<file path="config.mk">
export PLATFORM = sky130hd
export DESIGN_NAME = hvac_controller
export DESIGN_NICKNAME = d
export VERILOG_FILES = /design/src/rtl/hvac_pkg.sv /design/src/rtl/sec_tick.sv /design/src/rtl/hvac_controller.sv
export SDC_FILE = /design/constraint.sdc
export NUM_CORES = 1
export LEC_CHECK = 0
export CORE_ASPECT_RATIO = 1.1
export CORE_MARGIN = 2
export CORE_UTILIZATION = 51
export CTS_CLUSTER_DIAMETER = 150
export DETAILED_ROUTE_END_ITERATION = 16
export HOLD_SLACK_MARGIN = 0.15
export MAX_ROUTING_LAYER = met4
export PLACE_DENSITY = 0.68
export SYNTH_ARGS = -nofsm -noshare
export SYNTH_HDL_FRONTEND = slang
export SYNTH_HIERARCHICAL = 1
export SYNTH_SLANG_ARGS = --single-unit
</file>
<file path="constraint.sdc">
create_clock -name CLOCK_50 -period 9.5 [get_ports CLOCK_50]
set_input_delay 2.85 -clock CLOCK_50 [delete_from_list [all_inputs] [get_ports CLOCK_50]]
set_output_delay 2.85 -clock CLOCK_50 [all_outputs]
set_load 0.01 [all_outputs]
</file>
<file path="src/rtl/hvac_pkg.sv">
// Shared types and constants for the HVAC actuator stage.
package hvac_pkg;

    // Controller states; the encoding is the externally visible state_code.
    typedef enum logic [2:0] {
        ST_OFF   = 3'd0,
        ST_HEAT  = 3'd1,
        ST_COOL  = 3'd2,
        ST_REST  = 3'd3,
        ST_FLAME = 3'd4
    } state_e;

    // Consecutive flame-free ticks required to leave the flame lockout.
    localparam int unsigned FLAME_CLR_TICKS = 5;

    // Width of the per-state seconds counter and the staleness counter.
    localparam int unsigned SEC_CNT_W = 16;

endpackage

</file>
<file path="src/rtl/sec_tick.sv">
// One-second prescaler: emits a single-cycle tick every TICK_DIV clocks.
module sec_tick #(
    parameter int unsigned TICK_DIV = 50_000_000
) (
    input  logic CLOCK_50,
    input  logic reset,
    output logic tick_c
);
    localparam int unsigned CNT_W = (TICK_DIV > 1) ? $clog2(TICK_DIV) : 1;

    logic [CNT_W-1:0] cnt_q;
    logic [CNT_W-1:0] cnt_d;

    // Wrap the prescaler on the terminal count, which is also the tick.
    always_comb begin
        tick_c = (cnt_q == CNT_W'(TICK_DIV - 1));
        cnt_d  = tick_c ? '0 : cnt_q + CNT_W'(1);
    end

    // Prescaler register.
    always_ff @(posedge CLOCK_50) begin
        if (reset) begin
            cnt_q <= '0;
        end else begin
            cnt_q <= cnt_d;
        end
    end

endmodule

</file>
<file path="src/rtl/hvac_controller.sv">
// HVAC actuator stage: hysteresis heat/cool decision, minimum run/rest
// timing, sensor staleness and flame lockout with registered relay outputs.
// Optional build macro HVAC_FAN_OVERRUN_EN keeps the fan running for
// FAN_OVR_S seconds in REST after a heat/cool run.
module hvac_controller
    import hvac_pkg::*;
#(
    parameter int unsigned TICK_DIV  = 50_000_000,
    parameter int unsigned HYST      = 1,
    parameter int unsigned MIN_ON_S  = 60,
    parameter int unsigned MIN_OFF_S = 120,
    parameter int unsigned STALE_S   = 10,
    parameter int unsigned FAN_OVR_S = 30
) (
    input  logic       CLOCK_50,
    input  logic       reset,
    input  logic [7:0] cur_temp,
    input  logic       cur_valid,
    input  logic [7:0] set_temp,
    input  logic       flame_in,
    output logic       heat_on,
    output logic       cool_on,
    output logic       fan_on,
    output logic [2:0] state_code,
    output logic       fault_stale,
    output logic       fault_flame
);
    localparam int unsigned W = SEC_CNT_W;
    localparam logic [W-1:0] SEC_MAX = '1;

    // Reject parameter values the datapath cannot represent.
    if (HYST > 9 || FAN_OVR_S > 65535 || STALE_S == 0) begin : g_bad_param
        $error("hvac_controller: parameter out of range");
    end

    logic           tick_c;
    state_e         state_q, state_d;
    logic [7:0]     temp_r_q, temp_r_d;
    logic           temp_ok_q, temp_ok_d;
    logic [W-1:0]   stale_cnt_q, stale_cnt_d;
    logic [W-1:0]   sec_cnt_q, sec_cnt_d;
    logic [2:0]     flame_cnt_q, flame_cnt_d;
    logic           flame_meta_q, flame_s_q;
    logic           heat_on_q, heat_on_d;
    logic           cool_on_q, cool_on_d;
    logic           fan_on_q, fan_on_d;
    logic [2:0]     state_code_q, state_code_d;
    logic           fault_stale_q, fault_stale_d;
    logic           fault_flame_q, fault_flame_d;
    logic           sample_ok_c;
    logic [8:0]     temp9_c, set9_c;
    logic           heat_start_c, cool_start_c, heat_stop_c, cool_stop_c;
`ifdef HVAC_FAN_OVERRUN_EN
    logic           from_run_q, from_run_d;
`endif

    sec_tick #(.TICK_DIV(TICK_DIV)) u_sec_tick (
        .CLOCK_50 (CLOCK_50),
        .reset    (reset),
        .tick_c   (tick_c)
    );

    // Capture in-range samples; count ticks since the last good sample.
    always_comb begin
        sample_ok_c = cur_valid && (cur_temp != 8'd0) && (cur_temp <= 8'd99);
        temp_r_d    = temp_r_q;
        temp_ok_d   = temp_ok_q;
        stale_cnt_d = stale_cnt_q;
        if (sample_ok_c) begin
            temp_r_d    = cur_temp;
            temp_ok_d   = 1'b1;
            stale_cnt_d = '0;
        end else if (tick_c && temp_ok_q) begin
            stale_cnt_d = stale_cnt_q + W'(1);
            if (32'(stale_cnt_q) + 32'd1 >= STALE_S) begin
                temp_ok_d = 1'b0;
            end
        end
    end

    // Hysteresis thresholds, widened to 9 bits so the sums cannot wrap.
    always_comb begin
        temp9_c      = {1'b0, temp_r_q};
        set9_c       = {1'b0, set_temp};
        heat_start_c = (temp9_c + 9'(HYST)) < set9_c;
        cool_start_c = temp9_c > (set9_c + 9'(HYST));
        heat_stop_c  = temp9_c >= set9_c;
        cool_stop_c  = temp9_c <= set9_c;
    end

    // Next state, per-state timers and registered output values.
    always_comb begin
        state_d     = state_q;
        flame_cnt_d = flame_cnt_q;
        sec_cnt_d   = sec_cnt_q;

        if (flame_s_q) begin
            state_d = ST_FLAME;
        end else begin
            case (state_q)
                ST_OFF: begin
                    if (temp_ok_q && heat_start_c) begin
                        state_d = ST_HEAT;
                    end else if (temp_ok_q && cool_start_c) begin
                        state_d = ST_COOL;
                    end
                end
                ST_HEAT: begin
                    if (!temp_ok_q || (heat_stop_c && sec_cnt_q >= W'(MIN_ON_S))) begin
                        state_d = ST_REST;
                    end
                end
                ST_COOL: begin
                    if (!temp_ok_q || (cool_stop_c && sec_cnt_q >= W'(MIN_ON_S))) begin
                        state_d = ST_REST;
                    end
                end
                ST_REST: begin
                    if (sec_cnt_q >= W'(MIN_OFF_S)) begin
                        state_d = ST_OFF;
                    end
                end
                ST_FLAME: begin
                    if (flame_cnt_q >= 3'(FLAME_CLR_TICKS)) begin
                        state_d = ST_REST;
                    end
                end
                default: state_d = ST_OFF;
            endcase
        end

        // Flame-clear count restarts on any flame sample.
        if (state_q != ST_FLAME || flame_s_q) begin
            flame_cnt_d = '0;
        end else if (tick_c && flame_cnt_q < 3'(FLAME_CLR_TICKS)) begin
            flame_cnt_d = flame_cnt_q + 3'd1;
        end

        if (state_d != state_q) begin
            sec_cnt_d = '0;
        end else if (tick_c && sec_cnt_q != SEC_MAX) begin
            sec_cnt_d = sec_cnt_q + W'(1);
        end

        heat_on_d     = (state_d == ST_HEAT);
        cool_on_d     = (state_d == ST_COOL);
        fault_flame_d = (state_d == ST_FLAME);
        fault_stale_d = !temp_ok_d;
        state_code_d  = 3'(state_d);
`ifdef HVAC_FAN_OVERRUN_EN
        from_run_d = from_run_q;
        if (state_d != state_q) begin
            from_run_d = (state_d == ST_REST) &&
                         (state_q == ST_HEAT || state_q == ST_COOL);
        end
        fan_on_d = heat_on_d || cool_on_d ||
                   (state_d == ST_REST && from_run_d && sec_cnt_d < W'(FAN_OVR_S));
`else
        fan_on_d = heat_on_d || cool_on_d;
`endif
    end

    // State, datapath, flame synchronizer and output registers.
    always_ff @(posedge CLOCK_50) begin
        if (reset) begin
            state_q       <= ST_OFF;
            temp_r_q      <= '0;
            temp_ok_q     <= 1'b0;
            stale_cnt_q   <= '0;
            sec_cnt_q     <= '0;
            flame_cnt_q   <= '0;
            flame_meta_q  <= 1'b0;
            flame_s_q     <= 1'b0;
            heat_on_q     <= 1'b0;
            cool_on_q     <= 1'b0;
            fan_on_q      <= 1'b0;
            state_code_q  <= '0;
            fault_stale_q <= 1'b0;
            fault_flame_q <= 1'b0;
`ifdef HVAC_FAN_OVERRUN_EN
            from_run_q    <= 1'b0;
`endif
        end else begin
            state_q       <= state_d;
            temp_r_q      <= temp_r_d;
            temp_ok_q     <= temp_ok_d;
            stale_cnt_q   <= stale_cnt_d;
            sec_cnt_q     <= sec_cnt_d;
            flame_cnt_q   <= flame_cnt_d;
            flame_meta_q  <= flame_in;
            flame_s_q     <= flame_meta_q;
            heat_on_q     <= heat_on_d;
            cool_on_q     <= cool_on_d;
            fan_on_q      <= fan_on_d;
            state_code_q  <= state_code_d;
            fault_stale_q <= fault_stale_d;
            fault_flame_q <= fault_flame_d;
`ifdef HVAC_FAN_OVERRUN_EN
            from_run_q    <= from_run_d;
`endif
        end
    end

    assign heat_on     = heat_on_q;
    assign cool_on     = cool_on_q;
    assign fan_on      = fan_on_q;
    assign state_code  = state_code_q;
    assign fault_stale = fault_stale_q;
    assign fault_flame = fault_flame_q;

endmodule

</file>
==> summary.txt <==
Placed design
  • GP Congestion: ~0.89
  • Hpwl dp: around 7600 um
  • IO Port Bufs: 27

Routing
  • DRT antenna net count: 0
  • DR vias/cell: 5.81
  • Drt first pass iters: 4
  • Drt drc: 0
  • WL per Instance: approximately 14 um
  • Via count: 4245
  • Routed Wire Length: slightly above 10000 um
  • First-iteration detailed-routing DRC count: roughly 140

Synthesis
  • Yosys warning count: 6
  • Synth area leader: dfxtp_1
  • Count of different cell masters after synthesis: between 60 and 70
  • Synthesis-stage register bit count: 80
  • Most common flop cell mapped by yosys: dfxtp_1
  • Synth async-reset ratio: 0
  • Synth top area cells: dfxtp_1, ha_1, xnor2_1
  • Mapped Cells: approximately 600
  • Post-synth EDFFs: 0
  • Syn avg cell area: 8.28 um^2
  • Post-synthesis sequential area ratio: 0.327
  • Area of the mapped netlist: 4890 um^2
  • Net count after synthesis: between 600 and 700
  • Top cell type's share of synthesized area: 0.327

Setup path
  • Critical Path AT: 6.30 ns
  • Flop-to-flop setup slack: 6.10 ns
  • Setup crit start kind: input port
  • Setup crit end kind: register
  • Crit path kind: input port to register
  • Data required time of the worst path: 9.71 ns
  • CP max FO: 16

Power
  • Leak pwr: 1.93 nW
  • Worst vdd ir: approximately 0.000075 V
  • Seq pwr share: 0.500
  • PD cells: 129 nW/um^2
  • Tot Pwr: 0.702 mW
  • Net Sw Frac: 0.280
  • Part of the power in the clock network: 0.373
  • Sw Pwr: about 0.20 mW
  • Int Power: a little over 0.5 mW
  • Gate power share: 0.128

Job
  • MaxCap Viol Count: 0

STA
  • Worst slew pin tran: about 1.0 ns
  • # setup viols final: 0
  • Setup TNS: 0 ns
  • Period utilization: 0.641
  • Clock skew: just over 0.01 ns
  • Min cycle time layout: between 6 and 7 ns
  • Fmax: between 0.15 and 0.2 GHz
  • Final-report hold violation count: 0
  • RSZ-0062 raised after global routing: no
  • Slew margin rel.: 0.330
  • Max-slew violations: 0

CTS
  • Clk buf depth: 2
  • Total clock sinks: 80
  • Htree depth: 3
  • Post-cts sizing count: 0
  • Worst-Skew Late Latency: between 0.3 and 0.4 ns
  • Total CTS buffers: 9
  • Clock root buffer: clkbuf_8
  • CTS Hold Bufs: 0
  • CTS tree: built
  • Post-CTS Repair Setup Buffers: 0
  • Worst-path clk slew: roughly 0.080 ns

Layout
  • Ant. Diodes: 0
  • Synthesis-to-layout area growth: 10.8%
  • Fillers: between 800 and 900
  • Commonest non-fill, non-tap cell in the layout: dfxtp_1
  • Layout cells sized above 1: 0.0668
  • Commonest non-fill, non-tap cells in the layout: dfxtp_1, nor2_1, nand2_1
  • Final Net Count: between 600 and 700

Floorplan
  • Initial core utilization: 0.523
  • Cell row count: 37
  • Die W: a little under 100 um
  • Die height: approximately 110 um
  • I/O Pins: 28
  • Core Region: between 9000 and 10000 um^2
  • Die area: between 10000 and 15000 um^2

Global route
  • GRT Resource Usage Total: 0.215
  • Gr ovfl total: 0
  • Largest net degree at the start of global routing: 26
  • Initial antenna violation count: 0
  • First-pass GRT wire length: between 15000 and 20000 um
  • Vias in the first global route: roughly 4.1k

Worst hold path
  • Min-delay worst type: register to register

Status
  • Status: complete, no violations
[Yosys cell counts (2+ instances only)]
| cell | number |
|---|---|
| or2_2 | 2 |
| or3_1 | 8 |
| nor3_1 | 36 |
| o21ai_1 | 2 |
| xnor2_1 | 32 |
| clkbuf_1 | 8 |
| o21a_1 | 5 |
| o31ai_4 | 2 |
| nand2b_1 | 3 |
| and2_1 | 7 |
| nand4_1 | 23 |
| o211ai_1 | 4 |
| nand2_1 | 46 |
| a31oi_1 | 4 |
| a211o_1 | 2 |
| a2111oi_2 | 2 |
| inv_1 | 30 |
| and4_1 | 7 |
| a31o_2 | 2 |
| or4_1 | 7 |
| and3_1 | 8 |
| nand3_1 | 30 |
| o21ai_0 | 11 |
| nor4b_1 | 3 |
| a211oi_1 | 7 |
| a311oi_1 | 2 |
| nor2_1 | 63 |
| nand4b_1 | 2 |
| xor2_1 | 23 |
| nor3_2 | 2 |
| o31ai_1 | 6 |
| mux2i_1 | 7 |
| ha_1 | 33 |
| buf_2 | 8 |
| nor4_1 | 7 |
| buf_1 | 2 |
| dfxtp_1 | 80 |
| or4b_2 | 2 |
| nor2b_1 | 9 |
| a21oi_1 | 29 |
| clkbuf_2 | 2 |
[worst max-delay path: stages]
cell             delay (ns)
clkdlybuf4s50_1        0.55
ha_1                   0.21
nand3_1                0.14
nor3_1                 0.23
xnor2_1                0.18
ha_1                   0.29
a2111oi_0              0.47
o221ai_1               0.23
o211ai_1               0.24
a31oi_4                0.14
xor2_2                 0.62
nor3_1                 0.14
[path summary, 6_finish.rpt]
kind | start | end | cells past startpoint
worst min register to register | flame_meta_q | flame_s_q | 1
worst max-delay path | set_temp[0] | sec_cnt_q[11] | 12
worst min-delay path | flame_meta_q | flame_s_q | 1
worst max register to register | u_sec_tick/cnt_q[0] | stale_cnt_q[11] | 10
[registers in the layout, indices dropped and copies added, names as in the netlist]
register          flops
u_sec_tick/cnt_q     26
sec_cnt_q            16
stale_cnt_q          16
temp_r_q              8
flame_cnt_q           3
state_code            3
cool_on               1
fan_on                1
fault_flame           1
fault_stale           1
flame_meta_q          1
flame_s_q             1
heat_on               1
temp_ok_q             1
[stage by stage]
stage / setup WS [ns] / area (um^2) / instances / hold slack [ns] / util
after floorplan: 4.31 / 4890 / 591 / 0.414 / -
after global placement: 3.31 / 5220 / 715 / 0.425 / 0.558
after detailed placement: 3.10 / 5220 / 715 / 0.450 / 0.558
after CTS: 3.47 / 5420 / 731 / 0.463 / 0.580
after global routing: 3.13 / 5420 / 731 / 0.478 / 0.580
final: 3.41 / 5420 / 731 / 0.460 / 0.580
[power by group through the flow]
stage | combinational [mW] | sequential [mW] | clock, mW
after floorplan | 0.0616 | 0.357 | 0
after global placement | 0.0872 | 0.359 | 0
after detailed placement | 0.0894 | 0.359 | 0
after CTS | 0.0899 | 0.351 | 0.269
after global routing | 0.0997 | 0.352 | 0.282
final | 0.0895 | 0.351 | 0.261
[layer usage]
layer | share of wire | up-vias | GRT usage
li1 | - | 2155 | -
met1 | 0.46 | 1990 | 0.265
met2 | 0.48 | 80 | 0.359
met3 | 0.035 | 20 | 0.0372
met4 | 0.020 | 0 | 0.0724
met5 | 0 | - | -
[kinds of logic (layout without fill, tap and decap cells)]
logic type	after synthesis	count (layout)	synth area share
xor gates and xnor gates	56	56	0.102
AOI/OAI and AO/OA	92	92	0.138
adders and majority gates	33	33	0.0844
and+or+nand+nor	270	270	0.289
buffers and inverters	53	76	0.0455
DFF	80	80	0.327
muxes	7	7	0.0143
[area by class of cell]
cell class	instances	area, um^2	area share
clock inverter	7	77.6	0.0143
inverter	31	116	0.0215
multi-input combinational	458	3070	0.566
clock buffer	9	124	0.0228
sequential	80	1600	0.295
timing repair buffer	29	285	0.0526
tap	117	146	0.0270
No activity file was read; power rests on OpenSTA's default activity.
